<file path="config.mk">
export PLATFORM = sky130hd
export DESIGN_NAME = heart
export DESIGN_NICKNAME = d
export VERILOG_FILES = /design/src/rtl/heart.sv
export SDC_FILE = /design/constraint.sdc
export NUM_CORES = 1
export LEC_CHECK = 0
export BUFFER_PORTS_ARGS = -buffer_cell sky130_fd_sc_hd__buf_2
export CAP_MARGIN = 0
export CORE_AREA = 2 2 39 41
export DETAILED_ROUTE_END_ITERATION = 10
export DIE_AREA = 0 0 41 43
export PLACE_DENSITY = 0.54
export REMOVE_ABC_BUFFERS = 1
export SLEW_MARGIN = 20
export SYNTH_ARGS = -nofsm -noshare
export SYNTH_HDL_FRONTEND = slang
export SYNTH_SLANG_ARGS = --single-unit
</file>
<file path="constraint.sdc">
create_clock -name clk -period 2 [get_ports clk]
set_input_delay 0.6 -clock clk [delete_from_list [all_inputs] [get_ports clk]]
set_output_delay 0.6 -clock clk [all_outputs]
set_load 0.005 [all_outputs]
</file>
<file path="src/rtl/heart.sv">
`default_nettype none
// ============================================================================
// Module   : heart
// Brief    : 16x16 player-heart sprite ROM. Maps a sprite-local (x,y) pixel
//            coordinate to a registered 12-bit RGB colour, one pixel per
//            clock with one cycle of latency.
// Options  : HEART_OUTLINE_EN - when defined, mask pixels on the shape's
//            border (a 4-neighbour outside the mask or the grid) are drawn
//            in EDGE_RGB instead of FG_RGB.
// Revision : 1.0 - initial release
// ============================================================================
module heart #(
  parameter logic [11:0] FG_RGB   = 12'hF00,
  parameter logic [11:0] BG_RGB   = 12'h000,
  parameter logic [11:0] EDGE_RGB = 12'hFFF
) (
  input  logic        clk,
  input  logic        reset_n,
  input  logic [3:0]  x,
  input  logic [3:0]  y,
  output logic [11:0] rgb_reg
);

  // Row bitmap of the heart; bit 15 is column 0 (leftmost).
  function automatic logic [15:0] row_bits(input logic [3:0] row);
    logic [15:0] bits;
    case (row)
      4'd0:    bits = 16'h0000;
      4'd1:    bits = 16'h0000;
      4'd2:    bits = 16'h3C3C;
      4'd3:    bits = 16'h7E7E;
      4'd4:    bits = 16'hFFFF;
      4'd5:    bits = 16'hFFFF;
      4'd6:    bits = 16'hFFFF;
      4'd7:    bits = 16'h7FFE;
      4'd8:    bits = 16'h3FFC;
      4'd9:    bits = 16'h1FF8;
      4'd10:   bits = 16'h0FF0;
      4'd11:   bits = 16'h07E0;
      4'd12:   bits = 16'h03C0;
      4'd13:   bits = 16'h0180;
      default: bits = 16'h0000;
    endcase
    return bits;
  endfunction

  logic [15:0] w_row_cur;
  logic [3:0]  w_idx;
  logic        w_in_mask;
  logic        w_edge;
  logic [11:0] w_rgb;

`ifdef HEART_OUTLINE_EN
  logic [15:0] w_row_up;
  logic [15:0] w_row_dn;
  logic [3:0]  w_idx_l;
  logic [3:0]  w_idx_r;
`endif

  // Decode the mask bit (and, optionally, the outline flag) for this pixel.
  always_comb begin
    w_row_cur = row_bits(y);
    // Column x lives at bit (15 - x), which is simply the bitwise inverse.
    w_idx     = ~x;
    w_in_mask = w_row_cur[w_idx];
    w_edge    = 1'b0;
`ifdef HEART_OUTLINE_EN
    // Neighbour lookups may wrap; the grid-boundary terms mask those cases.
    w_row_up  = row_bits(y - 4'd1);
    w_row_dn  = row_bits(y + 4'd1);
    w_idx_l   = w_idx + 4'd1;
    w_idx_r   = w_idx - 4'd1;
    w_edge    = w_in_mask &&
                ((x == 4'd0) || (x == 4'd15) || (y == 4'd0) || (y == 4'd15) ||
                 !w_row_cur[w_idx_l] || !w_row_cur[w_idx_r] ||
                 !w_row_up[w_idx]    || !w_row_dn[w_idx]);
`endif
  end

  // Select the colour from the mask and outline flags.
  always_comb begin
    w_rgb = BG_RGB;
    if (w_in_mask) begin
      w_rgb = w_edge ? EDGE_RGB : FG_RGB;
    end
  end

  // Output register; asynchronously cleared to black.
  always_ff @(posedge clk or negedge reset_n) begin
    if (!reset_n) begin
      rgb_reg <= 12'h000;
    end else begin
      rgb_reg <= w_rgb;
    end
  end

endmodule
`default_nettype wire

</file>
# Word level (Yosys, flattened, before mapping)
# Memories as Yosys holds them, arrays and structs flattened.
# Cells that the tools add are included.
# word_totals
wordCells,7
reg_bits,12
n_memories,1
in_bits,10
mem_bits_ro,256
out_inout_bits,12
# classes
magnitude_cmp,1
muxes,3
bitwise,1
# memory_table
name,depth,word_bits,rd,rd_clocked_by_memory_dff,write_ports,line,source
(no name shown),16,16,1,0,0,27,case (row)
# ops
operator,count
$mux W12,1
$lt A4 B5 Y1 const B,1
$bmux W1 S4,1
$not A4 Y4,1
$mux W1,1

# Logic depth before layout (Yosys ltp)
# Gate-level depths: netlist of the first run.
# depth
depth_word,4
ltp_mapped,5
depth_no_buf,4

# Worst setup path after synthesis of the first run
# No wires, ideal clock.
# synth_timing
kind,input -> register
from,input port x[1]
to,register rgb_reg[10]
setup_time_ps,80
n_path_buf,1
arrival_ps,1476
cell_stages,4
required_ps,1920
slack_ps,444
path_cell_list,buf_6 or4b_1 o311ai_0 a2bb2oi_1
# synth_via
elab_chain_cells,4
# synth_lines
item,line,source
start: declaration,19,"input logic [3:0] x,"
$not A4 Y4,64,w_idx = ~x;
$bmux W1 S4,65,w_in_mask = w_row_cur[w_idx];
$mux W1 (not written as such),65,
via w_in_mask,49,logic w_in_mask;
$mux W12,83,if (w_in_mask) begin
end signal: assignment,93,rgb_reg <= w_rgb;
end: declaration,21,output logic [11:0] rgb_reg
# The timed path passes the listed nets, and every way through them passes these cells. The select of a mux whose other input is x is not followed.

# Final worst setup path of the first run
# layout_timing
from,input port y[2]
to,register rgb_reg[10]
# layout_via
elab_chain_cells,4
# layout_lines
item,line,source
start: declaration,20,"input logic [3:0] y,"
$mem_v2 Z16 W16,-,
$bmux W1 S4,65,
$mux W1 (not written as such),65,
via w_in_mask,49,
$mux W12,83,
# The timed path passes the listed nets, and every way through them passes these cells. The select of a mux whose other input is x is not followed.

==> results by group, run 1 <==
Run status
  – Status: finished clean

Clock network
  – Reg clk slew, reported paths: 0 ns
  – Setup Buffers After CTS: 0
  – Cts hold-fix bufs: 0
  – # resized after CTS: 0

Worst setup path
  – CP Class: primary input to register
  – Crit Path Max Fanout: 7
  – Slowest cell on crit path: nor4b_1
  – Startpoint class of the critical path: primary input
  – CP endpoint kind: register
  – Worst Path Required: 1.92 ns
  – Crit-path max cell delay: 0.40 ns
  – Crit-path cells: buf_2, nor4b_1, nor4_1, a211oi_1, a2bb2oi_1
  – CP Data Arrival Time: 1.66 ns

Synth
  – Synth Area in Adders: 0%
  – Post-synth top area cell: buf_4
  – Synth Register Bits: 1
  – Post-synth EDFFs: 0
  – Post-Synth XOR/XNOR Area: 2.85%
  – Synthesized area: 308 um^2
  – Async SR Flop Fraction: 100%
  – Netlist cell types: 20
  – Synth Area in Simple Gates: 39.4%
  – Synth warn: 0
  – Syn_area_per_cell: 8.10 um^2
  – Compound-Gate Fraction of Synth Area: 14.2%
  – Most frequent cells after synthesis: buf_4 (11), nand2_1 (3)
  – Top-area cell type share of the netlist area: 26.8%
  – Most frequent cell after synthesis: buf_4
  – Synth top area cells: buf_4 (27%), nor4b_2 (9.8%), dfrtp_1 (8.1%)
  – Most used DFF post-synth: dfrtp_1
  – Cell count after synthesis: 38
  – Register area share after synthesis: 8.13%
  – Largest family of logic cells by synthesized area: simple AND/OR/NAND/NOR gates
  – Mux contribution to synthesized area: 0%

Timing
  – Final setup viols: 0
  – Setup TNS: 0 ns
  – RSZ-0062 raised after global routing: no
  – Minimum clock period: 1.75 ns
  – Fmax: 573 MHz
  – Slew Viols, Final: 0
  – Final Hold Vio Count: 0
  – Tcrit/Tclk final: 87.3%
  – Setup ws final: 0.254 ns

Power and ir drop
  – Maximum VDD drop: 74.3 uV
  – Pwr Total: 82.1 uW
  – PD cells: 262 nW/um^2
  – Leakage: 0.000131 uW

Place
  – Number of port buffers: 13
  – Cell Area, Placed: 314 um^2
  – Setup WS pre-CTS: 0.274 ns
  – Hpwl dp: 478 um
  – GP Congestion: 0.727

Drt
  – Initial DRC count: 6
  – Routed len/inst: 9.43 um
  – Routed via count: 267
  – Post-route ant nets: 0
  – DRC: 0
  – DR pass1 iterations: 3
  – DRT Wirelength: 575 um
  – Routed vias/inst: 4.38

Global routing
  – Number of global-route vias before repair: 191
  – First-pass GRT wire length: 793 um
  – Pin count of the biggest net entering global routing: 11
  – Gr usage total: 5.89%
  – Overflow after GRT: 0
  – Antenna violations before repair: 0

Die
  – Core Rows: 14
  – Width of the chip: 41 um
  – Die area: 1760 um^2
  – Core Area: 1380 um^2
  – Starting Density: 22.2%
  – Io pins: 22
  – Die Y: 43 um

Min path
  – Hold WC Path Type: primary input to asynchronous set/reset pin

Finish
  – Design Area, Final: 314 um^2
  – Layout overhead on the synthesized area: 2.03%
  – Diode count: 0
  – Largest register FFs: 1
  – Share of cells above drive strength 1: 33.3%
  – Final net count: 57
  – Layout Utilization: 22.7%

Run
  – Max cap viols: 0
==> layout make-up <==
cell class              instances  area, um^2
multi-input cells              31         204
fillers                       164        1070
repair buffers                 13        65.1
well taps                      16        20.0
flip-flops and latches          1        25.0
==> cell usage in the layout (no fill, tap or decap), drive strengths merged <==
cell type and n:
and4bb 1, nor3 2, nand2 3, nand3 1
nor4b 3, a211oi 2, a31oi 1, nor3b 2
a2bb2oi 1, nand2b 1, conb 8, a21oi 1
xnor2 1, buf 13, nor4 2, or4b 1
o311ai 1, dfrtp 1
==> worst max-delay path by stage <==
stage,start,endpoint,slack [ns],depth (start not counted)
5_1_grt,x[1],rgb_reg[10],0.13,5
6_report,y[2],rgb_reg[10],0.25,5
3_3_place_gp,y[2],rgb_reg[10],0.29,5
4_1_cts,y[2],rgb_reg[10],0.27,5
2_1_floorplan,y[2],rgb_reg[10],0.54,3
3_5_place_dp,y[2],rgb_reg[10],0.27,5
==> per-stage QoR <==
stage | std cells | hold WS (ns)
3_3_place_gp | 61 | 0.376
5_1_grt | 61 | 0.379
2_1_floorplan | 32 | 0.304
3_5_place_dp | 61 | 0.376
6_report | 61 | 0.374
4_1_cts | 61 | 0.376
==> layer usage <==
layer | part of all wire (%) | up-vias | track usage (%)
met5 | 0 | - | 0
met4 | 0 | 0 | 0
met3 | 12 | 0 | 0.524
met2 | 44 | 13 | 8.75
met1 | 43 | 117 | 9.49
li1 | - | 137 | -
==> power breakdown <==
part | total, uW | leakage, uW | internal [uW] | switching [uW]
logic | 57.3 | 0.000120 | 27.1 | 30.2
registers | 24.8 | 0.0000114 | 23.2 | 1.67
clock network | 0 | 0 | 0 | 0
==> cell families after synthesis <==
kind of cell,after synthesis
AND/OR/NAND/NOR,16
other,1
XOR/XNOR,1
buffers and inverters,13
flip-flops,1
AO/OA/AOI/OAI,6
==> worst max-delay path, delay by kind of cell <==
kind,cells,cell delay (ns)
buf+inv,1,0.14
compound gates,2,0.43
simple gates,2,0.49
(Power assumes the default switching activity.)
==> run 2, diff against run 1 <==
CORE_AREA = 8 8 45 47   (was 2 2 39 41)
DIE_AREA = 0 0 53 55   (was 0 0 41 43)
PLACE_DENSITY = 0.56   (was 0.54)
clock period = 1.44 ns   (was 2 ns; I/O delays follow)
==> run 2 against run 1 <==
- the run now ends with negative setup slack left
- routed wire length rose by 41%
- utilization is 9.5 points higher
- total power up 88%
- sequential cell count did not move
- combinational power up 110%
- sequential power is 39% higher
- die area grew 65%
- largest power group unchanged
==> results by group, run 2 (same netlist as run 1, synthesis figures left out) <==
Drt
  – DRT Wirelength: 809 um (+41%)
  – Routed len/inst: 12.4 um (+32%)
  – DRC: 0 (unchanged)
  – DR pass1 iterations: 4 (+1)
  – Routed via count: 300 (+12%)
  – Initial DRC count: 2 (-4)
  – Post-route ant nets: 0 (unchanged)
  – Routed vias/inst: 4.62 (+5.4%)

Power and ir drop
  – Sequential power share: 22.4% (-7.8 points)
  – Maximum VDD drop: 141 uV (+90%)
  – Clock Power Share: 0% (unchanged)
  – Combinational fraction of design power: 77.6% (+7.8 points)
  – Sw frac: 37.1% (-1.7 points)
  – Leakage: 0.000190 uW (+45%)
  – Switching power: 57.2 uW (+80%)
  – Internal: 97.0 uW (+93%)
  – PD cells: 346 nW/um^2 (+32%)

Worst setup path
  – Crit Path Max Fanout: 6 (-1)
  – Worst Path Required: 1.36 ns (-0.56 ns)
  – Worst path buffer plus inverter count: 1 (unchanged)
  – Slowest cell on crit path: or4b_1
  – Crit-path cells: buf_6, or4b_1, o311ai_1, a2bb2oi_1
  – CP Data Arrival Time: 1.37 ns (-0.29 ns)
  – CP Class: primary input to register
  – CP endpoint kind: register
  – Top delay family on crit path: simple AND/OR/NAND/NOR gates
  – Startpoint class of the critical path: primary input
  – Crit-path max cell delay: 0.53 ns (+0.13 ns)

Run
  – Max cap viols: 0 (unchanged)

Finish
  – Layout overhead on the synthesized area: 44.7%
  – Post-Layout Cell Count: 65 (+6.6%)
  – Commonest non-fill, non-tap cell in the layout: buf_2
  – Share of cells above drive strength 1: 51.0% (+18 points)
  – Commonest cells after routing, fill and taps aside: buf_2 (9), conb_1 (8), buf_4 (4)
  – Fillers: 156 (-4.9%)
  – Largest register FFs: 1 (unchanged)
  – Diode count: 0 (unchanged)
  – Layout Utilization: 32.2% (+9.5 points)
  – Design Area, Final: 445 um^2 (+42%)
  – Final net count: 61 (+7.0%)

Die
  – Core Area: 1380 um^2 (unchanged)
  – Starting Density: 22.2% (unchanged)
  – Die area: 2920 um^2 (+65%)
  – Die Y: 55 um (+28%)
  – Core Rows: 14 (unchanged)
  – Io pins: 22 (unchanged)
  – Width of the chip: 53 um (+29%)

Global routing
  – Number of global-route vias before repair: 290 (+52%)
  – Antenna violations before repair: 0 (unchanged)
  – Gr usage total: 5.40% (-0.49 points)
  – Overflow after GRT: 0 (unchanged)
  – First-pass GRT wire length: 1300 um (+64%)
  – Pin count of the biggest net entering global routing: 9 (-2)

Timing
  – RSZ-0062 raised after global routing: yes
  – Minimum clock period: 1.45 ns
  – Tcrit/Tclk final: 100%
  – Setup ws final: -0.00693 ns (-0.261 ns)
  – Final setup viols: 1 (+1)
  – Slew Viols, Final: 0 (unchanged)
  – Final Hold Vio Count: 0 (unchanged)
  – Fmax: 691 MHz
  – Hold Slack: 0.206 ns (-0.168 ns)

Place
  – Hpwl dp: 630 um (+32%)
  – Number of port buffers: 13 (unchanged)
  – Setup WS pre-CTS: -0.153 ns (-0.426 ns)
  – GP Congestion: 0.772 (+6.1%)
  – Cell Area, Placed: 344 um^2 (+9.6%)
  – Placed cells: 65 (+6.6%)

Run status
  – Violated checks: negative setup slack
  – Status: finished with violations

Clock network
  – Setup Buffers After CTS: 0 (unchanged)
  – Reg clk slew, reported paths: 0 ns (unchanged)

Min path
  – Hold WC Path Type: primary input to asynchronous set/reset pin
## run 2: cell types whose count changed in the layout (fill, tap and decap cells not counted), sizes merged
cell,previous run,this run
buf,13,17
## run 2: path summary, 6_finish.rpt
path / startpoint / endpoint / depth (start not counted)
setup / recovery: y[2] / rgb_reg[10] / 4
hold / removal: reset_n / rgb_reg[10] / 1
max in group asynchronous: reset_n / rgb_reg[10] / 1
min in group clk: y[1] / rgb_reg[10] / 3
## run 2: what timing repair did
item	CTS	global route
resized for setup	15	7
pin swaps	8	5
endpoints found under the hold margin	0	0
setup endpoints to repair	1	1
hold buffers	0	0
## run 2: routing by layer
metal  track usage (%)  vias to the layer above  share of wire [%]
met1              6.35                      137                 41
met3              1.34                        0                 12
met4                 0                        0                  0
li1                  -                      147                  -
met5                 0                        -                  0
met2              10.2                       16                 46
## run 2: layout make-up
type / count / area, um^2 / share of cell area, %
Multi-Input combinational cell: 31 / 263 / 59.0
Sequential cell: 1 / 25.0 / 5.62
Tap cell: 16 / 20.0 / 4.49
Timing Repair Buffer: 17 / 138 / 30.9
## run 2: power groups by stage
stage / clock, uW / sequential, uW / combinational (uW)
floorplan: 0 / 37.7 / 33.7
global placement: 0 / 34.4 / 88.2
detailed placement: 0 / 34.6 / 88.4
CTS: 0 / 34.6 / 108
global route: 0 / 35.7 / 131
finish: 0 / 34.5 / 120
## run 2: through the flow
step	total power, uW	TNS (ns)
after CTS	143	-0.0337
final	154	-0.00693
after floorplan	71.3	0
after detailed placement	123	-0.153
after global placement	123	-0.123
after global routing	167	-0.0960
==> run 3, diff against run 2 <==
==> constraint.sdc (replaced) <==
create_clock -name clk -period 1.44 [get_ports clk]
set_input_delay 0.36 -clock clk [delete_from_list [all_inputs] [get_ports clk]]
set_output_delay 0.36 -clock clk [all_outputs]
set_load 0.005 [all_outputs]
==> run 3 against run 2 <==
- the flow now finishes without violations
- via count down 2.7%
- worst setup slack better by 0.045 ns
- die area unchanged
- final area down 0.56%
- sequential power about the same
- combinational power about the same
- global-route usage down 0.55 points
- critical path depth unchanged
- cell count down 4.6%
- sequential share of layout area about the same
- total power up 1.6%
- critical path type unchanged
- largest power group unchanged
- highest routed layer unchanged
==> results by group, run 3 (same netlist as run 1, synthesis figures left out) <==
Worst setup path
  – Crit-path cells: buf_6, or4b_4, o311ai_4, a2bb2oi_2
  – Crit Path Max Fanout: 10 (+4)
  – Worst Path Required: 1.36 ns (about the same)
  – Slowest cell on crit path: or4b_4
  – CP Data Arrival Time: 1.32 ns (-0.05 ns)
  – Startpoint class of the critical path: primary input
  – CP endpoint kind: register
  – Crit-path max cell delay: 0.55 ns (+0.02 ns)
  – CP Class: primary input to register

Power and ir drop
  – Maximum VDD drop: 109 uV (-23%)
  – PD cells: 353 nW/um^2 (+2.1%)
  – Leakage: 0.000182 uW (-4.4%)
  – Pwr Total: 157 uW (+1.6%)

Die
  – Die area: 2920 um^2 (unchanged)
  – Core Rows: 14 (unchanged)
  – Io pins: 22 (unchanged)
  – Die Y: 55 um (unchanged)
  – Core Area: 1380 um^2 (unchanged)
  – Width of the chip: 53 um (unchanged)
  – Starting Density: 22.2% (unchanged)

Finish
  – Commonest cells after routing, fill and taps aside: conb_1 (8), buf_2 (8)
  – Largest register FFs: 1 (unchanged)
  – Share of cells above drive strength 1: 56.5% (+5.5 points)
  – Diode count: 0 (unchanged)
  – Final net count: 58 (-4.9%)
  – Post-Layout Cell Count: 62 (-4.6%)
  – Layout overhead on the synthesized area: 43.9%

Drt
  – Post-route ant nets: 0 (unchanged)
  – DR pass1 iterations: 2 (-2)
  – Routed len/inst: 13.9 um (+11%)
  – Initial DRC count: 2 (unchanged)
  – Routed vias/inst: 4.71 (+2.0%)
  – Routed via count: 292 (-2.7%)
  – DRC: 0 (unchanged)
  – DRT Wirelength: 860 um (+6.3%)

Timing
  – Final setup viols: 0 (-1)
  – Setup ws final: 0.0383 ns (+0.0452 ns)
  – Hold Slack: 0.136 ns (-0.0698 ns)
  – Tcrit/Tclk final: 97.3% (-3.1 points)
  – Slew Viols, Final: 0 (unchanged)
  – Fmax: 713 MHz (+3.2%)
  – Final Hold Vio Count: 0 (unchanged)
  – Minimum clock period: 1.40 ns (-0.0452 ns)

Place
  – Setup WS pre-CTS: -0.0568 ns (+0.0958 ns)
  – Placed cells: 62 (-4.6%)
  – GP Congestion: 0.841 (+9.0%)
  – Number of port buffers: 13 (unchanged)

Global routing
  – Gr usage total: 4.85% (-0.55 points)
  – Number of global-route vias before repair: 280 (-3.4%)
  – First-pass GRT wire length: 1170 um (-9.6%)
  – Pin count of the biggest net entering global routing: 11 (+2)
  – Antenna violations before repair: 0 (unchanged)
  – Overflow after GRT: 0 (unchanged)

Min path
  – Hold WC Path Type: primary input to asynchronous set/reset pin

Clock network
  – Setup Buffers After CTS: 0 (unchanged)
  – Reg clk slew, reported paths: 0 ns (unchanged)
  – Cts hold-fix bufs: 0 (unchanged)

Run
  – Max cap viols: 0 (unchanged)

Run status
  – Status: finished clean
==> run 3: final timing paths <==
kind / start / to / slack (ns) / cells past startpoint
worst min-delay path: reset_n / rgb_reg[10] / 0.14 / 1
min in group clk: y[1] / rgb_reg[10] / 0.66 / 3
worst max-delay path: x[2] / rgb_reg[10] / 0.04 / 4
max in group asynchronous: reset_n / rgb_reg[10] / 1.22 / 1
==> run 3: layout make-up <==
class	instances	area (um^2)
repair buffers	14	96.3
multi-input cells	31	302
flip-flops and latches	1	25.0
fillers	168	941
well taps	16	20.0
==> run 3: what timing repair did <==
item / in CTS / in global routing
endpoints found under the setup margin: 1 / 1
pin swaps: 2 / 9
gates resized for setup: 7 / 21
==> run 3: power by group <==
part / internal (uW) / leakage (uW) / switching (uW)
clock: 0 / 0 / 0
sequential: 32.2 / 0.0000114 / 2.33
combinational: 60.9 / 0.000171 / 61.2
total: 93.0 / 0.000182 / 63.5
==> run 3: metrics by stage <==
stage               cell area, um^2  setup TNS, ns  utilization [%]
global route                    443       -0.00392             32.0
CTS                             362              0             26.1
detailed placement              322        -0.0568             23.2
global placement                322       -0.00708             23.2
floorplan                       229              0                -
finish                          443              0             32.0
==> run 3: worst max-delay path, delay by kind of cell <==
kind | cells | cell delay [ns]
buffers and inverters | 1 | 0.13
and+or+nand+nor | 1 | 0.55
AOI/OAI and AO/OA | 2 | 0.27
==> run 3: per-layer routing <==
metal	wire length, um	track usage, %	up-vias
met5	0	0	-
met4	0	0	0
met3	63	0.267	0
met2	412	8.20	14
met1	384	6.95	139
li1	-	-	139
